### config.mk
export PLATFORM = sky130hd
export DESIGN_NAME = stopwatch_seq
export DESIGN_NICKNAME = d
export VERILOG_FILES = /design/src/rtl/stopwatch_seq.sv
export SDC_FILE = /design/constraint.sdc
export NUM_CORES = 1
export LEC_CHECK = 0
export CAP_MARGIN = 15
export CORE_ASPECT_RATIO = 1.2
export CORE_MARGIN = 2
export CORE_UTILIZATION = 35
export DETAILED_ROUTE_END_ITERATION = 8
export SETUP_SLACK_MARGIN = 0.15
export SLEW_MARGIN = 15
export SYNTH_ARGS = -nofsm -noshare
export SYNTH_HDL_FRONTEND = slang
export SYNTH_SLANG_ARGS = --single-unit
### constraint.sdc
create_clock -name clk_100 -period 3 [get_ports clk_100]
set_clock_uncertainty 0.1 [all_clocks]
set_input_delay 0.6 -clock clk_100 [delete_from_list [all_inputs] [get_ports clk_100]]
set_output_delay 0.6 -clock clk_100 [all_outputs]
set_load 0.01 [all_outputs]
### src/rtl/stopwatch_seq.sv
// Stopwatch sequencer: press classifier, run/lap/pause FSM,
// 1 s prescaler, BCD mm:ss counter and lap-frozen display.
module stopwatch_seq #(
  parameter int TICKS_PER_SEC = 100,
  parameter int LONG_PRESS    = 100
) (
  input  logic        clk_100,
  input  logic        rst_n,
  input  logic        de_start_stop,
  input  logic        lap_reset_lvl,
  output logic        count_enable,
  output logic        lap_enable,
  output logic        clr,
  output logic        sec_tick,
  output logic [15:0] live_bcd,
  output logic [15:0] disp_bcd
);

  localparam int PW = (TICKS_PER_SEC > 1) ? $clog2(TICKS_PER_SEC) : 1;
  localparam int HW = $clog2(LONG_PRESS + 1);
  localparam logic [PW-1:0] PMAX = PW'(TICKS_PER_SEC - 1);
  localparam logic [HW-1:0] HLONG = HW'(LONG_PRESS - 2);

  typedef enum logic [1:0] {
    S_IDLE,
    S_RUN,
    S_LAP,
    S_PAUSE
  } state_e;

  state_e        r_state;
  state_e        w_nxt;
  logic          r_lvl_q;
  logic          r_armed;
  logic [HW-1:0] r_hold;
  logic          r_short;
  logic          r_long;
  logic [PW-1:0] r_pre;
  logic [PW-1:0] w_pre;
  logic [15:0]   w_live;
  logic          w_clear;
  logic          w_wrap;
  logic          w_rise;

  function automatic logic [15:0] bcd_inc(input logic [15:0] v);
    logic [15:0] r;
    r = v;
    if (v[3:0] != 4'd9) begin
      r[3:0] = v[3:0] + 4'd1;
    end else begin
      r[3:0] = 4'd0;
      if (v[7:4] != 4'd5) begin
        r[7:4] = v[7:4] + 4'd1;
      end else begin
        r[7:4] = 4'd0;
        if (v[11:8] != 4'd9) begin
          r[11:8] = v[11:8] + 4'd1;
        end else begin
          r[11:8]  = 4'd0;
          r[15:12] = (v[15:12] == 4'd5) ? 4'd0
                                        : v[15:12] + 4'd1;
        end
      end
    end
    return r;
  endfunction

  assign w_rise = lap_reset_lvl & ~r_lvl_q;

  // r_lvl_q resets high so a button held through reset is not a press
  always_ff @(posedge clk_100 or negedge rst_n) begin
    if (!rst_n) begin
      r_lvl_q <= 1'b1;
      r_armed <= 1'b0;
      r_hold  <= '0;
      r_short <= 1'b0;
      r_long  <= 1'b0;
    end else begin
      r_lvl_q <= lap_reset_lvl;
      r_short <= 1'b0;
      r_long  <= 1'b0;
      if (w_rise) begin
        r_armed <= 1'b1;
        r_hold  <= '0;
      end else if (lap_reset_lvl) begin
        if (r_hold != {HW{1'b1}})
          r_hold <= r_hold + HW'(1);
        if (r_armed && r_hold == HLONG) begin
          r_long  <= 1'b1;
          r_armed <= 1'b0;
        end
      end else if (r_armed) begin
        r_short <= 1'b1;
        r_armed <= 1'b0;
      end
    end
  end

  always_comb begin
    w_nxt   = r_state;
    w_clear = 1'b0;
    if (r_long) begin
      w_nxt   = S_IDLE;
      w_clear = 1'b1;
    end else if (de_start_stop) begin
      w_nxt = (r_state == S_RUN || r_state == S_LAP) ? S_PAUSE
                                                     : S_RUN;
    end else if (r_short) begin
      unique case (r_state)
        S_IDLE:  w_nxt = S_IDLE;
        S_RUN:   w_nxt = S_LAP;
        S_LAP:   w_nxt = S_RUN;
        S_PAUSE: begin
          w_nxt   = S_IDLE;
          w_clear = 1'b1;
        end
      endcase
    end
  end

  always_comb begin
    w_wrap = count_enable && (r_pre == PMAX);
    w_pre  = r_pre;
    w_live = live_bcd;
    if (w_clear) begin
      w_pre  = '0;
      w_live = '0;
    end else if (count_enable) begin
      if (w_wrap) begin
        w_pre  = '0;
        w_live = bcd_inc(live_bcd);
      end else begin
        w_pre = r_pre + PW'(1);
      end
    end
  end

  always_ff @(posedge clk_100 or negedge rst_n) begin
    if (!rst_n) begin
      r_state      <= S_IDLE;
      r_pre        <= '0;
      live_bcd     <= '0;
      disp_bcd     <= '0;
      count_enable <= 1'b0;
      lap_enable   <= 1'b0;
      clr          <= 1'b0;
      sec_tick     <= 1'b0;
    end else begin
      r_state      <= w_nxt;
      r_pre        <= w_pre;
      live_bcd     <= w_live;
      count_enable <= (w_nxt == S_RUN) || (w_nxt == S_LAP);
      lap_enable   <= (w_nxt == S_LAP);
      clr          <= w_clear;
      sec_tick     <= w_wrap && !w_clear;
      // display freezes only while staying in LAP
      if (!(r_state == S_LAP && w_nxt == S_LAP))
        disp_bcd <= w_live;
    end
  end

endmodule

==> qor.txt, run 1 <==
Post-synth top area cell: dfrtp_1
First-pass GRT wire length: 11.6 mm
Initial antenna violation count: 0
Final HPWL DP: 4.87 mm
CTS tree: yes
Syn. warnings: 0
GRT Total Usage: 15.7%
EDFF count, synth: 0
Hold buffers post-CTS: 0
Drt pass-1 iters: 4
Io pins: 40
Gate power share: 30.7%
#FFs+latches synth: 56
Area delta synth->final: 21.3%
Mean Syn Cell Area: 9.50 um^2
Int Power: 1540 uW
Reg2reg path depth: 12
Max-Cap Viols: 0
CP Class: in2reg
Worst-Skew Late Latency: 0.31 ns
Slew @ Worst Pin: 0.649 ns
Cells after Synth: 307
CTS sink count: 56
Peak VDD IR: 244 uV
Antenna cell count: 0
Cell area after synthesis: 2920 um^2
Most frequent cell after synthesis: dfrtp_1
Worst-path fanout max: 18
Placer Congestion: 0.792
Rows: 36
Worst Path Required: 3.15 ns
Post-CTS Setup Bufs: 0
Worst Setup Start Kind: primary input
Global route overflow: 0
Reg power frac: 48.0%
FILL cells: 837
Commonest cells in the netlist: dfrtp_1 (55), nand2_1 (34), nor2_1 (26), o21ai_0 (23)
Outcome: completed
Rel. slew slack: 56.3%
Hold Violations, Final: 0
Port-buffer cells: 39
Layout cells sized above 1: 7.18%
Routed wire length: 6.69 mm
Clock buffer depth: 2
Drt initial violations: 95
Yosys cell types: 45
Mapped Nets: 324
Post-route DRC: 0
Synth top area cells: dfrtp_1 (47%), ha_1 (5.6%), nand2_1 (4.4%)
Sequential share of the synthesized area: 48.1%
FFs w/ async S/R, synth: 100%
Clock Pin Slew Worst Setup and Hold Paths: 0.10 ns
Die ar.: 9090 um^2
Endpoint type of the worst setup path: register
Initial core utilization: 36.0%
Final ANT Viol Nets: 0
Total CTS buffers: 5
Lkg Pwr: 0.00153 uW
Psw: 758 uW
Final nets: 364
Largest net degree at the start of global routing: 28
DIE HEIGHT: 104 um
RSZ-0062 raised after global routing: false
Post-Layout Inst Area: 3540 um^2
Layout Utilization: 43.6%
Via/cell ratio: 5.39
Most used DFF post-synth: dfrtp_1
Via count: 2,388
Placed Area: 3430 um^2
HP Class: in2async
Mean routed wirelength per cell: 15.1 um
Finish-stage setup viols: 0
Number of global-route vias before repair: 2,352
Setup Total Neg Slack: 0 ns
Yosys top cell area share: 47.2%
Final period utilization: 84.8%
PD cells: 651 nW/um^2
Fin. max-slew vios: 0
Clk root buf: clkbuf_8
Sw frac: 32.9%
CP arrival: 2.69 ns
Placeable core region: 8110 um^2
Fmax: 0.393 GHz
R2R setup slack: 0.47 ns
CTS H-tree lvls: 2
Clock period minus worst slack: 2.54 ns
Die width: 87.4 um
Post-CTS Resized: 0
Clk pwr share: 21.4%
-- stage by stage --
step	std cells	setup slack, ns	total power [uW]	hold WS, ns
finish	443	0.456	2300	0.134
global route	443	0.233	2480	0.158
CTS	443	0.457	2340	0.144
detailed placement	435	0.126	1830	0.392
global placement	435	0.152	1820	0.392
floorplan	307	0.415	1460	0.204
-- worst max-delay path: stages --
cell             delay (ns)
clkdlybuf4s50_1        0.52
nor2_1                 0.07
or2_2                  0.27
ha_1                   0.21
and2_1                 0.16
buf_4                  0.20
nor3_1                 0.12
or4b_1                 0.44
nand3_1                0.09
-- power groups by stage --
stage	Clock, uW	Combinational [uW]	Sequential (uW)
2_1_floorplan	0	340	1120
3_3_place_gp	0	703	1120
3_5_place_dp	0	714	1120
4_1_cts	514	718	1110
5_1_grt	551	792	1140
6_report	492	706	1100
-- routing by layer --
metal | vias to the layer above | GRT usage [%] | wire length, um
met5 | - | 0 | 0
met4 | 0 | 2.97 | 31
met3 | 2 | 2.54 | 205
met2 | 38 | 25.4 | 3350
met1 | 1167 | 22.4 | 3100
li1 | 1181 | - | -
-- cells in the final DEF (no fill, tap or decap), drive strengths merged, types with 2 or more instances in the layout --
cell	synthesis	routed
nand3	16	16
nand4bb	2	2
nand3b	5	5
o2111ai	2	2
clkdlybuf4s50	0	38
dfrtp	55	55
xnor2	2	2
inv	10	10
buf	5	10
o211ai	7	7
or2	2	2
and2	2	2
nand2b	3	3
nor3	4	4
o21bai	2	2
or4	5	5
o31ai	3	3
mux2i	4	4
nor3b	2	2
xor2	3	3
nand2	34	34
and3	5	5
a211oi	2	2
clkinv	1	2
o21ai	23	23
nor2b	6	6
nand4	10	10
nor2	26	26
and4	3	3
clkbuf	10	5
ha	13	13
a31oi	6	6
and3b	5	5
a21oi	16	16
or3	4	4
and4bb	2	2
-- path summary, 6_finish.rpt --
path	startpoint	end
hold / removal	rst_n	live_bcd[1]
hold reg to reg	disp_bcd[2]	disp_bcd[2]
setup / recovery	de_start_stop	disp_bcd[15]
max in group asynchronous	rst_n	r_lvl_q
min in group clk_100	disp_bcd[2]	disp_bcd[2]
setup reg to reg	r_state[0]	disp_bcd[15]
-- registers in the layout, indices dropped and copies added (netlist names) --
signal / flops
r_lvl_q: 1
r_pre: 7
r_long: 1
r_short: 1
sec_tick: 1
r_hold: 7
count_enable: 1
lap_enable: 1
clr: 1
r_armed: 1
disp_bcd: 16
r_state: 2
live_bcd: 16
-- cells by family after synthesis --
| logic type | count (synthesis) | synth area share (%) |
|---|---|---|
| xor+xnor | 5 | 1.50 |
| simple gates | 138 | 26.5 |
| mux | 4 | 1.37 |
| fa+ha+maj | 13 | 5.57 |
| buf+inv | 26 | 3.56 |
| compound gates | 65 | 13.4 |
| flops | 56 | 48.1 |
-- area by class of cell --
cell class / count / area [um^2] / share of cell area [%]
sequential: 56 / 1400 / 39.6
clock inverter: 3 / 42.5 / 1.20
timing repair buffer: 48 / 453 / 12.8
clock buffer: 5 / 68.8 / 1.94
tap: 95 / 119 / 3.36
inverter: 11 / 41.3 / 1.17
multi-input combinational: 225 / 1410 / 39.9
Power figures use the tool's default switching activity.
==> inputs of run 2 (changes only) <==
==> constraint.sdc (replaced) <==
create_clock -name clk_100 -period 2.3 [get_ports clk_100]
set_clock_uncertainty 0.1 [all_clocks]
set_input_delay 0.46 -clock clk_100 [delete_from_list [all_inputs] [get_ports clk_100]]
set_output_delay 0.46 -clock clk_100 [all_outputs]
set_load 0.01 [all_outputs]
==> run 2 against run 1 <==
  * The run now ends with setup timing left
  * Via count up 6.7%
  * Final area up 11%
  * Routed wire length up 11%
  * Sequential share of layout area fell by 3.9 points
  * Clock-buffer cell count grew 1
  * Sequential power is 27% higher
  * Non-clock buffer count rose by 30
  * Global-route usage up 1.2 points
  * Combinational power rose by 56%
  * Final cell count up 6.8%
==> qor.txt, run 2 (synthesis results as in run 1) <==
Failing checks: setup timing
Final hold slack: 0.0199 ns (was 0.134 ns)
Lkg Pwr: 0.00174 uW (was 0.00153 uW)
Initial antenna violation count: 0 (unchanged)
Final worst slack: -0.111 ns (was 0.456 ns)
Mean routed wirelength per cell: 15.6 um (was 15.1 um)
Most frequent cells in the layout: dfrtp_1 (55), clkdlybuf4s50_1 (38), buf_4 (33), nand2_1 (32), nor2_1 (26) (was dfrtp_1 (55), clkdlybuf4s50_1 (38), nand2_1 (34), nor2_1 (26), o21ai_0 (23))
Antenna cell count: 0 (unchanged)
R2R setup slack: -0.11 ns (was 0.47 ns)
CTS tree: yes (unchanged)
CTS sink count: 56 (unchanged)
FILL cells: 786 (was 837)
Worst Path Required: 2.47 ns (was 3.15 ns)
Finish-stage setup viols: 8 (was 0)
Hold Violations, Final: 0 (unchanged)
Max-Cap Viols: 0 (unchanged)
Fin. max-slew vios: 0 (unchanged)
Rel. slew slack: 73.9% (was 56.3%)
Largest net degree at the start of global routing: 57 (was 28)
Outcome: finished with violations (was completed)
Post-route DRC: 0 (unchanged)
Initial core utilization: 36.0% (unchanged)
Drt pass-1 iters: 4 (unchanged)
Die width: 87.4 um (unchanged)
Io pins: 40 (unchanged)
Die ar.: 9090 um^2 (unchanged)
Clock buffer depth: 2 (unchanged)
Clk root buf: clkbuf_8 (unchanged)
First-pass GRT wire length: 12.3 mm (was 11.6 mm)
Final nets: 394 (was 364)
CP Capture Point: disp_bcd[11] (was disp_bcd[15])
Placed Area: 3610 um^2 (was 3430 um^2)
Largest regs: disp_bcd x16, live_bcd x16 (unchanged)
Global route overflow: 0 (unchanged)
Rows: 36 (unchanged)
Port-buffer cells: 39 (unchanged)
Routed wire length: 7.40 mm (was 6.69 mm)
Area delta synth->final: 34.5% (was 21.3%)
Clock Pin Slew Worst Setup and Hold Paths: 0.11 ns (was 0.10 ns)
GRT Total Usage: 16.9% (was 15.7%)
Fmax: 0.415 GHz
Drt initial violations: 134 (was 95)
CP Class: reg2reg (was in2reg)
Critical Path Start: r_state[0] (was de_start_stop)
Worst r2r src: r_state[0] (unchanged)
Placer Congestion: 0.789 (was 0.792)
Hold buffers post-CTS: 0 (unchanged)
Reg2reg path depth: 11 (was 12)
Worst-Skew Late Latency: 0.33 ns (was 0.31 ns)
DIE HEIGHT: 104 um (unchanged)
RSZ-0062 raised after global routing: true (was false)
Total CTS buffers: 5 (unchanged)
Reg-to-reg endpoint: disp_bcd[11] (was disp_bcd[15])
Pre-CTS setup slack: -0.328 ns (was 0.126 ns)
Worst Setup Start Kind: register (was primary input)
PD cells: 804 nW/um^2 (was 651 nW/um^2)
Clock period minus worst slack: 2.41 ns
Peak VDD IR: 332 uV (was 244 uV)
Via/cell ratio: 5.39 (about the same)
Final ANT Viol Nets: 0 (unchanged)
CP arrival: 2.58 ns (was 2.69 ns)
Worst-path fanout max: 3 (was 18)
Number of global-route vias before repair: 2,525 (was 2,352)
Final period utilization: 105%
Most common library cell in the layout ignoring fill and taps: dfrtp_1 (unchanged)
Layout Utilization: 48.4% (was 43.6%)
Endpoint type of the worst setup path: register (unchanged)
CTS H-tree lvls: 2 (unchanged)
HP Class: in2async (unchanged)
Placeable core region: 8110 um^2 (unchanged)
Layout cells sized above 1: 20.1% (was 7.18%)
Via count: 2,548 (was 2,388)
Final HPWL DP: 5.05 mm (was 4.87 mm)
Slew @ Worst Pin: 0.387 ns (was 0.649 ns)
Post-Layout Inst Area: 3930 um^2 (was 3540 um^2)
run 2: per-stage QoR:
| step | setup TNS, ns | power [uW] | instances |
|---|---|---|---|
| after floorplan | -0.302 | 1910 | 307 |
| after global placement | -2.55 | 2430 | 451 |
| after detailed placement | -3.36 | 2460 | 451 |
| after CTS | -0.490 | 3160 | 463 |
| after global routing | -1.41 | 3370 | 473 |
| final | -0.348 | 3160 | 473 |
run 2: what timing repair did:
| item | in CTS | in global routing |
|---|---|---|
| endpoints found under the hold margin | 0 | 0 |
| pin swaps | 2 | 6 |
| resized for setup | 12 | 14 |
| setup endpoints to repair | 14 | 17 |
| gates cloned | 1 | 0 |
| buffers inserted | 3 | 10 |
run 2: worst min path at each step:
stage | startpoint | end | cells after the start
after floorplan | rst_n | clr | 0
after global placement | disp_bcd[1] | disp_bcd[1] | 2
after CTS | rst_n | live_bcd[1] | 2
after detailed placement | disp_bcd[1] | disp_bcd[1] | 2
final | rst_n | live_bcd[1] | 2
after global routing | rst_n | disp_bcd[1] | 2
run 2: critical path: stages, from the launching register on:
cell     delay (ns)
dfrtp_1        0.41
inv_2          0.09
ha_4           0.14
nand2_2        0.05
o21ai_2        0.06
nor2_1         0.08
or2_4          0.24
ha_4           0.16
and2_4         0.16
or3_4          0.34
or4_4          0.44
nand3_2        0.09
run 2: area by class of cell:
class,instances,area [um^2],share of cell area [%]
multi-input cells,225,1520,38.7
flip-flops and latches,56,1400,35.7
repair buffers,78,734,18.7
well taps,95,119,3.03
clock buffers,6,72.6,1.85
inverters,11,41.3,1.05
clock inverters,2,35.0,0.893
run 2: layer usage:
metal / GRT usage (%) / part of all wire (%) / vias to the layer above
li1: - / - / 1242
met1: 21.7 / 43 / 1249
met2: 28.8 / 51 / 48
met3: 2.70 / 3.4 / 9
met4: 4.95 / 1.8 / 0
met5: 0 / 0 / -
run 2: report_power, final:
part           switching (uW)  internal, uW  total [uW]
logic                     501           594        1100
registers                 210          1190        1400
clock network             335           324         659
total                    1050          2110        3160
==> inputs of run 3 (changes only) <==
--- a/config.mk
+++ b/config.mk
@@ -7,7 +7,6 @@
 export LEC_CHECK = 0
 export CAP_MARGIN = 15
 export CORE_ASPECT_RATIO = 1.2
-export CORE_MARGIN = 2
 export CORE_UTILIZATION = 35
 export DETAILED_ROUTE_END_ITERATION = 8
 export SETUP_SLACK_MARGIN = 0.15
==> run 3 against run 2 <==
  * The flow still finishes with violations (setup timing)
  * Fmax rose by 2.1%
  * Utilization down 1.2 points
  * Die area decreased by 4.2%
  * Via count down 1.4%
  * Clock power decreased by 0.9%
  * Sequential power is essentially flat
  * Critical path depth unchanged
  * Power down 0.64%
  * Clock-buffer cell count fell by 1
==> qor.txt, run 3 (synthesis results as in run 1) <==
Initial antenna violation count: 0 (unchanged)
Worst-path fanout max: 3 (unchanged)
Rows: 36 (unchanged)
Rel. slew slack: 74.6% (was 73.9%)
Lkg Pwr: 0.00167 uW (was 0.00174 uW)
Layout Utilization: 47.3% (was 48.4%)
Initial core utilization: 36.0% (unchanged)
Number of global-route vias before repair: 2,501 (was 2,525)
Global route overflow: 0 (unchanged)
Max-Cap Viols: 0 (unchanged)
Layout cells sized above 1: 18.1% (was 20.1%)
Hold buffers post-CTS: 0 (unchanged)
Worst r2r src: r_state[0] (unchanged)
Largest net degree at the start of global routing: 57 (unchanged)
Fmax: 0.423 GHz (was 0.415 GHz)
Largest regs: disp_bcd x16, live_bcd x16 (unchanged)
Port-buffer cells: 39 (unchanged)
Final HPWL DP: 4.98 mm (was 5.05 mm)
First-pass GRT wire length: 11.7 mm (was 12.3 mm)
Die ar.: 8710 um^2 (was 9090 um^2)
Clk root buf: clkbuf_8 (unchanged)
Final worst slack: -0.0614 ns (was -0.111 ns)
GRT Total Usage: 17.1% (was 16.9%)
Drt initial violations: 112 (was 134)
Area delta synth->final: 31.3% (was 34.5%)
Io pins: 40 (unchanged)
Mean routed wirelength per cell: 15.0 um (was 15.6 um)
CP arrival: 2.52 ns (was 2.58 ns)
Endpoint type of the worst setup path: register (unchanged)
Failing checks: setup timing (unchanged)
Placeable core region: 8110 um^2 (unchanged)
PD cells: 819 nW/um^2 (was 804 nW/um^2)
RSZ-0062 raised after global routing: true (unchanged)
Slew @ Worst Pin: 0.380 ns (was 0.387 ns)
CTS sink count: 56 (unchanged)
Worst Setup Start Kind: register (unchanged)
Inst Count DP: 455 (was 451)
Worst Path Required: 2.46 ns (was 2.47 ns)
Die width: 85.4 um (was 87.4 um)
Final ANT Viol Nets: 0 (unchanged)
Total CTS buffers: 5 (unchanged)
Via/cell ratio: 5.39 (about the same)
Fin. max-slew vios: 0 (unchanged)
Clock Pin Slew Worst Setup and Hold Paths: 0.10 ns (was 0.11 ns)
Clock buffer depth: 2 (unchanged)
Outcome: finished with violations (unchanged)
Fin cells: 466 (was 473)
CTS tree: yes (unchanged)
Post-route DRC: 0 (unchanged)
CP Class: reg2reg (unchanged)
Peak VDD IR: 307 uV (was 332 uV)
Finish-stage setup viols: 3 (was 8)
HP Class: in2async (unchanged)
Routed wire length: 6.98 mm (was 7.40 mm)
Most common library cell in the layout ignoring fill and taps: dfrtp_1 (unchanged)
Hold Violations, Final: 0 (unchanged)
Placer Congestion: 0.808 (was 0.789)
Most frequent cells in the layout: dfrtp_1 (55), clkdlybuf4s50_1 (38), nand2_1 (31), buf_4 (27), nor2_1 (24) (was dfrtp_1 (55), clkdlybuf4s50_1 (38), buf_4 (33), nand2_1 (32), nor2_1 (26))
Critical Path Start: r_state[0] (unchanged)
CTS H-tree lvls: 2 (unchanged)
Drt pass-1 iters: 4 (unchanged)
Worst-Skew Late Latency: 0.32 ns (was 0.33 ns)
Antenna cell count: 0 (unchanged)
Final period utilization: 103% (was 105%)
Clock period minus worst slack: 2.36 ns (was 2.41 ns)
Final nets: 387 (was 394)
DIE HEIGHT: 102 um (was 104 um)
Via count: 2,513 (was 2,548)
==> run 3: area by class of cell <==
type / instances / area [um^2]
fill: 792 / 4280
multi-input combinational: 225 / 1500
sequential: 56 / 1400
timing repair buffer: 71 / 653
tap: 95 / 119
clock buffer: 5 / 68.8
clock inverter: 3 / 42.5
inverter: 11 / 41.3
==> run 3: what timing repair did <==
item | in CTS | in global routing
gates cloned | 0 | 0
resized for setup | 9 | 13
pin swaps | 2 | 5
endpoints found under the setup margin | 14 | 14
buffers inserted | 1 | 2
==> run 3: routing by layer <==
metal / GRT usage (%) / share of wire (%)
met5: 0 / 0
met4: 7.56 / 2.6
met3: 3.23 / 3.3
met2: 29.4 / 49
met1: 21.1 / 45
==> run 3: through the flow <==
step	hold slack, ns	area [um^2]	setup slack (ns)	power [uW]	setup TNS, ns
floorplan	0.0644	2980	-0.151	1910	-0.302
global placement	0.365	3630	-0.273	2440	-2.55
detailed placement	0.373	3630	-0.291	2470	-2.96
CTS	0.0364	3780	-0.0848	3160	-0.186
global route	0.0411	3830	-0.146	3340	-0.479
finish	0.0270	3830	-0.0614	3140	-0.115
==> run 3: path summary, 6_finish.rpt <==
path / slack, ns / cells after the start / to
max: -0.06 / 11 / disp_bcd[10]
min: 0.03 / 2 / live_bcd[3]
max reg2reg: -0.06 / 11 / disp_bcd[10]
min reg2reg: 0.39 / 2 / disp_bcd[0]
max in group asynchronous: 1.75 / 2 / r_lvl_q
min in group clk_100: 0.39 / 2 / disp_bcd[0]
==> run 3: worst max-delay path: stages, from the launching register on <==
cell and delay, ns:
dfrtp_1 0.40, inv_2 0.08, ha_4 0.14, nand2_2 0.05
o21ai_2 0.06, nor2_2 0.05, or2_4 0.24, ha_4 0.16
and2_4 0.16, or3_4 0.33, or4_1 0.41, nand3_1 0.10
==> run 3: power breakdown <==
part | internal (uW) | total [uW] | leakage (uW) | switching, uW
Combinational | 584 | 1080 | 0.000880 | 497
Sequential | 1190 | 1400 | 0.000738 | 210
Clock | 323 | 653 | 0.0000541 | 330
Total | 2100 | 3140 | 0.00167 | 1040
